<file path="config.mk">
export PLATFORM = sky130hd
export DESIGN_NAME = inst_sequencer
export DESIGN_NICKNAME = d
export VERILOG_FILES = /design/src/rtl/nandy_pkg.sv /design/src/rtl/inst_sequencer_pc_reg.sv /design/src/rtl/inst_sequencer.sv
export SDC_FILE = /design/constraint.sdc
export NUM_CORES = 1
export LEC_CHECK = 0
export CAP_MARGIN = 5
export CORE_MARGIN = 1
export CORE_UTILIZATION = 32
export CTS_BUF_LIST = sky130_fd_sc_hd__clkbuf_16
export DETAILED_ROUTE_END_ITERATION = 10
export GPL_ROUTABILITY_DRIVEN = 0
export SLEW_MARGIN = 30
export SYNTH_ARGS = -nofsm -noshare
export SYNTH_HDL_FRONTEND = slang
export SYNTH_SLANG_ARGS = --single-unit
</file>
<file path="constraint.sdc">
create_clock -name clk -period 3.9 [get_ports clk]
set_clock_uncertainty 0.15 [all_clocks]
set_input_delay 1.17 -clock clk [delete_from_list [all_inputs] [get_ports clk]]
set_output_delay 1.17 -clock clk [all_outputs]
set_load 0.1 [all_outputs]
</file>
<file path="src/rtl/nandy_pkg.sv">
// Shared definitions for the nandy front end: sequencer state encoding and widths.
package nandy_pkg;

    localparam int ADDR_W_DEF = 16;
    localparam int INST_W     = 8;

    typedef enum logic [1:0] {
        FETCH = 2'd0,
        EXEC0 = 2'd1,
        EXEC1 = 2'd2
    } seqState_e;

endpackage

</file>
<file path="src/rtl/inst_sequencer_pc_reg.sv">
// Program counter register: async reset to RESET_PC, increment or load, load wins.
module pc_reg #(
    parameter int                ADDR_W   = 16,
    parameter logic [ADDR_W-1:0] RESET_PC = '0
) (
    input  logic              clk,
    input  logic              rst_n,
    input  logic              inc,
    input  logic              load,
    input  logic [ADDR_W-1:0] loadVal,
    output logic [ADDR_W-1:0] pc
);

    logic [ADDR_W-1:0] pc_r;

    // PC update; a jump load replaces the increment rather than adding to it
    always_ff @(posedge clk or negedge rst_n) begin
        if (!rst_n) begin
            pc_r <= RESET_PC;
        end else if (load) begin
            pc_r <= loadVal;
        end else if (inc) begin
            pc_r <= pc_r + {{(ADDR_W-1){1'b0}}, 1'b1};
        end else begin
            pc_r <= pc_r;
        end
    end

    assign pc = pc_r;

endmodule

</file>
<file path="src/rtl/inst_sequencer.sv">
// Instruction sequencer: fetches one instruction byte, runs the FETCH/EXEC0/EXEC1
// phases for the control decoder and owns the carry flag and the program counter.
module inst_sequencer
    import nandy_pkg::*;
#(
    parameter int                ADDR_W   = ADDR_W_DEF,
    parameter logic [ADDR_W-1:0] RESET_PC = '0
) (
    input  logic              clk,
    input  logic              rst_n,
    output logic              mem_req,
    output logic              mem_pc_sel,
    output logic [ADDR_W-1:0] pc,
    input  logic [INST_W-1:0] mem_rdata,
    input  logic              mem_ready,
    output logic [INST_W-1:0] inst,
    output logic              cycle,
    output logic              ncycle,
    output logic              carry,
    output logic              exec_en,
    input  logic              J,
    input  logic              LJ,
    input  logic              MC,
    input  logic              WC,
    input  logic [ADDR_W-1:0] jump_target,
    input  logic              alu_carry
);

    seqState_e         state_r, nextState_s;
    logic [INST_W-1:0] inst_r;
    logic              carry_r;
    logic              running_r;
    logic              pcInc_s, pcLoad_s, instLoad_s, carryLoad_s;

    // Holds the bus request low until the first clock after reset release
    always_ff @(posedge clk or negedge rst_n) begin
        if (!rst_n) begin
            running_r <= 1'b0;
        end else begin
            running_r <= 1'b1;
        end
    end

    // Sequencer state, instruction register and carry flag
    always_ff @(posedge clk or negedge rst_n) begin
        if (!rst_n) begin
            state_r <= FETCH;
            inst_r  <= 8'h00;
            carry_r <= 1'b0;
        end else begin
            state_r <= nextState_s;
            inst_r  <= instLoad_s ? mem_rdata : inst_r;
            carry_r <= carryLoad_s ? alu_carry : carry_r;
        end
    end

    // Next state and commit strobes; J only counts in EXEC1 and LJ only in EXEC0
    always_comb begin
        nextState_s = state_r;
        pcInc_s     = 1'b0;
        pcLoad_s    = 1'b0;
        instLoad_s  = 1'b0;
        carryLoad_s = 1'b0;
        case (state_r)
            FETCH: begin
                if (running_r && mem_ready) begin
                    instLoad_s  = 1'b1;
                    pcInc_s     = 1'b1;
                    nextState_s = EXEC0;
                end else begin
                    nextState_s = FETCH;
                end
            end
            EXEC0: begin
                if (inst_r[7] && MC) begin
                    if (mem_ready) begin
                        carryLoad_s = WC;
                        nextState_s = EXEC1;
                    end else begin
                        nextState_s = EXEC0;
                    end
                end else begin
                    pcLoad_s    = LJ;
                    carryLoad_s = WC;
                    nextState_s = FETCH;
                end
            end
            EXEC1: begin
                pcLoad_s    = J;
                carryLoad_s = WC;
                nextState_s = FETCH;
            end
            default: begin
                nextState_s = FETCH;
            end
        endcase
    end

    // Bus and phase outputs decoded from registered state only
    always_comb begin
        mem_req    = 1'b0;
        mem_pc_sel = 1'b1;
        cycle      = 1'b0;
        exec_en    = 1'b0;
        case (state_r)
            FETCH: begin
                mem_req = running_r;
            end
            EXEC0: begin
                exec_en    = 1'b1;
                mem_req    = running_r & inst_r[7];
                mem_pc_sel = ~inst_r[7];
            end
            EXEC1: begin
                exec_en = 1'b1;
                cycle   = 1'b1;
            end
            default: begin
                mem_req = 1'b0;
            end
        endcase
    end

    pc_reg #(
        .ADDR_W   (ADDR_W),
        .RESET_PC (RESET_PC)
    ) u_pcReg (
        .clk     (clk),
        .rst_n   (rst_n),
        .inc     (pcInc_s),
        .load    (pcLoad_s),
        .loadVal (jump_target),
        .pc      (pc)
    );

    assign inst   = inst_r;
    assign carry  = carry_r;
    assign ncycle = ~cycle;

endmodule

</file>
# After elaboration in Yosys (flattened, before gate mapping)
# Index checks and enable logic that the tools add are counted.
# classes
shift	0
div	0
reduce_logical	5
multipliers	0
eq_ne	2
n_lt_le_gt_ge	0
bitwise	3
addsub	1
muxes	17
# ops
cell	count
16-bit two-way mux	2
16-bit by 1-bit adder with 16-bit output, second input constant	1
1-bit two-way mux	9
1-bit case mux with 2 select lines	3
2-bit two-way mux	2
2-bit case mux with 2 select lines	1
2-bit by 1-bit == test with 1-bit output, second input constant	1
2-bit == test, second input constant	1
1-bit logical AND	2
2-bit logical NOT	1
1-bit inverter	2
2-bit nonzero test	1
2-bit OR reduction	1
1-bit bitwise AND	1
# word_totals
mem_bits_ro	0
latchBits	0
register_bits	28
memories	0
mem_bits_rw	0
word_cells	33
input_bits	32

# Logic depth before layout (Yosys ltp)
# depth
ltp_word	5
mapped_depth	7
mapped_depth_nobuf	6

# Cells and area by module
# Synthesis repeated with hierarchy kept, for this count alone.
# unflattened
hier_cells	144
area_unflattened_um2	1516.5
# by_module_without_submodules
mod	area_per_inst_um2	cells_each	n_inst
pc_reg	943.4	99	1
inst_sequencer	573.0	45	1

# Worst setup path before layout
# Ideal clock, no wire load.
# synth_path
kind	register -> output
startpoint	register inst_r[7], in the netlist inst[7]
endpoint	output mem_req
t_required_ns	2.580
t_arrival_ns	2.465
stages_incl_launch_ff	3
setup_slack_ns	0.115
path_cell_list	dfrtp_1 -> a21oi_1 -> nor2b_1
# synth_between
elab_chain_len	2
# synth_lines
element	line	source
from (decl)	inst_sequencer.sv:30	logic [INST_W-1:0] inst_r;
from (signal assigned)	inst_sequencer.sv:52	inst_r <= instLoad_s ? mem_rdata : inst_r;
1-bit bitwise AND	inst_sequencer.sv:111	mem_req = running_r & inst_r[7];
1-bit case mux with 2 select lines	inst_sequencer.sv:105	case (state_r)
to (decl)	inst_sequencer.sv:11	output logic mem_req,
# Every way passes these cells.

# Worst setup path in the final report
# layout_path
startpoint	input MC
endpoint	register u_pcReg.pc_r[6], in the netlist u_pcReg.pc[6]
# layout_between
elab_chain_len	4
word_cells_on_any_way	5
cone_classes	mux: 3; reduce/logical: 2
# layout_lines
element	line	source
from (decl)	inst_sequencer.sv:23	input logic MC,
1-bit logical AND *	inst_sequencer.sv:75	if (inst_r[7] && MC) begin
1-bit two-way mux *	inst_sequencer.sv:75	
1-bit case mux with 2 select lines *	inst_sequencer.sv:64	case (state_r)
16-bit two-way mux / 2-bit nonzero test (equally long branches)	n/a	
to (signal assigned)	inst_sequencer_pc_reg.sv:21	pc_r <= loadVal;
to (signal assigned)	inst_sequencer_pc_reg.sv:23	pc_r <= pc_r + {{(ADDR_W-1){1'b0}}, 1'b1};
to (signal assigned)	inst_sequencer_pc_reg.sv:25	pc_r <= pc_r;
to (decl)	inst_sequencer_pc_reg.sv:14	logic [ADDR_W-1:0] pc_r;
# Every way passes the cells marked *; elsewhere a longest branch is shown, timed or not.
# A chain may end at the register's enable or synchronous reset.

==> results by group <==
GRT
  • Vias in the first global route: 1281
  • Initial antenna violation count: 0
  • Final global-route overflow total: 0
  • GRT Util Overall: 0.158
  • Largest net degree at the start of global routing: 29
  • First-pass GRT wire length: 6120 um

Pwr
  • Internal power: 0.000779 W
  • Max IR drop VDD: 614 uV
  • Net Sw Frac: 0.583
  • Switching Power: 0.00109 W
  • Comb power frac: 0.611
  • Leak Pwr: 0.919 nW
  • Clk network pwr share: 0.122
  • Flop pwr share: 0.268
  • Power Density: 875 nW/um2

Drt
  • Vias: 1368
  • DRT Wirelength: 3660 um
  • DR WL/cell: 13.4 um
  • Number of remaining DRC errors: 0
  • Initial drt markers: 81
  • DRT Pass-1 Iters: 4
  • Antenna viol nets, final: 0
  • Vias per inst: 5.01

Critical path
  • R2R Setup Slk: 1780 ps
  • Worst endpoint required time: 3900 ps
  • Worst setup EP type: flop
  • Setup Crit Path Kind: input pin to flop
  • Worst-case reg-to-reg path depth: 6
  • Worst reg2reg path startpoint: state_r[1]$_DFF_PN0_
  • Critical path launch point type: input pin
  • Crit path max fanout: 13
  • Worst path arrival time: 2970 ps
  • FF-to-FF End: u_pcReg.pc[6]$_DFFE_PN0P_

STA
  • Hold Fails Final Rpt: 0
  • Final setup viols: 0
  • Fin worst setup slack: 929 ps
  • Post-layout minimum cycle time: 2970 ps
  • Unrepaired setup endpoints after global routing: no
  • TNS Setup: 0 ps
  • Worst hold slack: 325 ps
  • Tcrit/Tclk final: 0.762
  • FMAX: 337 MHz
  • Final Slew Violations: 0

Layout
  • Area Overhead vs Synth: 47.1%
  • Final instance area: 2130 um2
  • Fraction of layout cells with a size suffix above 1: 0.204
  • Final #Nets: 259
  • Fillers: 431
  • ANT cells: 0
  • Util after Layout: 0.490
  • Max reg flops: 16

Logic synthesis
  • Yosys top cell area share: 0.483
  • Synth Instances: 159
  • Synth top area cells: dfrtp_1, nand2_1, nor3_1
  • #FFs+latches synth: 28
  • Syn nets: 195
  • Yosys warns: 0
  • Share of the yosys chip area belonging to registers: 0.483
  • Library cells used by synthesis: 27
  • Yosys top cell by area: dfrtp_1
  • Syn Area/Cell: 9.12 um2
  • Area of the mapped netlist: 1450 um2

Worst hold path
  • Hold path cells: 2
  • Hold Path Origin: inst[4]$_DFFE_PN0P_
  • Min-Delay Path Class: flop to flop
  • Hold endpoint: inst[4]$_DFFE_PN0P_

Clock tree
  • Clock tree buffer depth: 2
  • CTS clk-pin slew, worst paths: 70 ps
  • Htree depth: 1
  • Hold buffer count at cts: 0
  • Clk root buf: clkbuf_16
  • Post-CTS setup buffers: 0
  • Post-cts sizing count: 0
  • CTS Sinks: 28
  • TritonCTS Buffers: 3
  • Clock Latency Late Sink: 260 ps
  • CTS tree: yes

Placement
  • Placement Setup Slack: 631 ps
  • Port-buffer cells: 61
  • DPL Wire Length: 2630 um
  • Post-DP Area: 2060 um2

Job
  • Total of max-cap violations: 0

Die
  • Io pins: 62
  • Die H: 69.3 um
  • Core Region: 4350 um2
  • Die width: 69.3 um
  • Initial cell density of the core: 0.333
  • Row count: 24
  • Die area: 4800 um2

Run status
  • Status: complete, no violations
[cells by family after synthesis]
logic type	Yosys count	share of synthesized area
other	1	0.00259
adders and majority gates	4	0.0345
buffers and inverters	14	0.0362
muxes	5	0.0388
xor gates and xnor gates	11	0.0664
AOI/OAI and AO/OA	21	0.0863
DFF	28	0.483
and+or+nand+nor	75	0.252
[routing by layer]
| layer | vias up | share of wire | GRT usage |
|---|---|---|---|
| li1 | 676 | - | - |
| met1 | 646 | 0.49 | 0.221 |
| met2 | 44 | 0.45 | 0.245 |
| met3 | 2 | 0.051 | 0.0276 |
| met4 | 0 | 0.0093 | 0.0544 |
| met5 | - | 0 | 0 |
[metrics by stage]
stage / power, W / std cells
global placement: 0.00164 / 270
detailed placement: 0.00165 / 270
CTS: 0.00188 / 273
floorplan: 0.00138 / 159
finish: 0.00187 / 273
global route: 0.00195 / 273
[cell usage after synthesis (all sizes together)]
master and n:
a32oi 1, nor4 4, or3 4, nor3 14, nand3 6, clkbuf 6
o21ai 2, a31oi 5, a21oi 9, o31ai 4, nor2b 1, nand2b 1
nand2 34, or4 3, nor2 3, xnor2 8, conb 1, ha 4
xor2 3, and3 1, nand4 3, inv 8, mux2 5, or2 1
dfrtp 28
[power by group through the flow]
stage               sequential, W  combinational (W)  clock, W
floorplan                 0.00118           0.000207         0
global placement         0.000506            0.00114         0
detailed placement       0.000504            0.00114         0
CTS                      0.000500            0.00115  0.000234
global route             0.000519            0.00118  0.000247
finish                   0.000500            0.00114  0.000227
[final cells by class]
cell class              count  area, um2  share of cell area
flip-flops and latches     28        701               0.328
clock buffers               3       75.1              0.0352
multi-input cells         117        697               0.327
repair buffers             65        566               0.265
well taps                  52       65.1              0.0305
inverters                   8       30.0              0.0141
[critical path, cell delays in order]
cell and delay [ps]:
clkdlybuf4s50_1 480, nand2_1 100, a32oi_1 210, buf_4 220
nand2b_1 400, mux2_2 380
[worst max path at each step]
stage	slack (ps)	startpoint	cells past startpoint	end
finish	930	MC	6	u_pcReg.pc[6]$_DFFE_PN0P_
global route	850	MC	6	u_pcReg.pc[8]$_DFFE_PN0P_
CTS	910	MC	6	u_pcReg.pc[6]$_DFFE_PN0P_
detailed placement	630	MC	6	u_pcReg.pc[2]$_DFFE_PN0P_
global placement	680	MC	6	u_pcReg.pc[10]$_DFFE_PN0P_
floorplan	120	inst[7]$_DFFE_PN0P_	2	mem_req
[cell usage in the layout (no fill, tap or decap)]
cell type / synthesis / routed
dfrtp_1: 28 / 28
clkdlybuf4s50_1: 0 / 31
inv_1: 8 / 8
or3_1: 3 / 3
a31oi_1: 5 / 5
nand3_1: 5 / 5
conb_1: 1 / 1
a32oi_1: 1 / 1
nand4_1: 3 / 3
ha_1: 4 / 4
a21oi_1: 9 / 9
clkbuf_16: 0 / 3
nor4_1: 4 / 4
mux2_2: 5 / 5
nand2b_1: 1 / 1
xor2_1: 3 / 3
nor3_1: 14 / 14
nand2_1: 34 / 34
buf_4: 0 / 34
or2_2: 1 / 1
o31ai_1: 4 / 4
nor2_1: 3 / 3
or4_1: 3 / 3
xnor2_1: 8 / 8
or3_4: 1 / 1
nor2b_1: 1 / 1
o21ai_0: 2 / 2
and3_1: 1 / 1
nand3_2: 1 / 1
(Power assumes the default switching activity.)
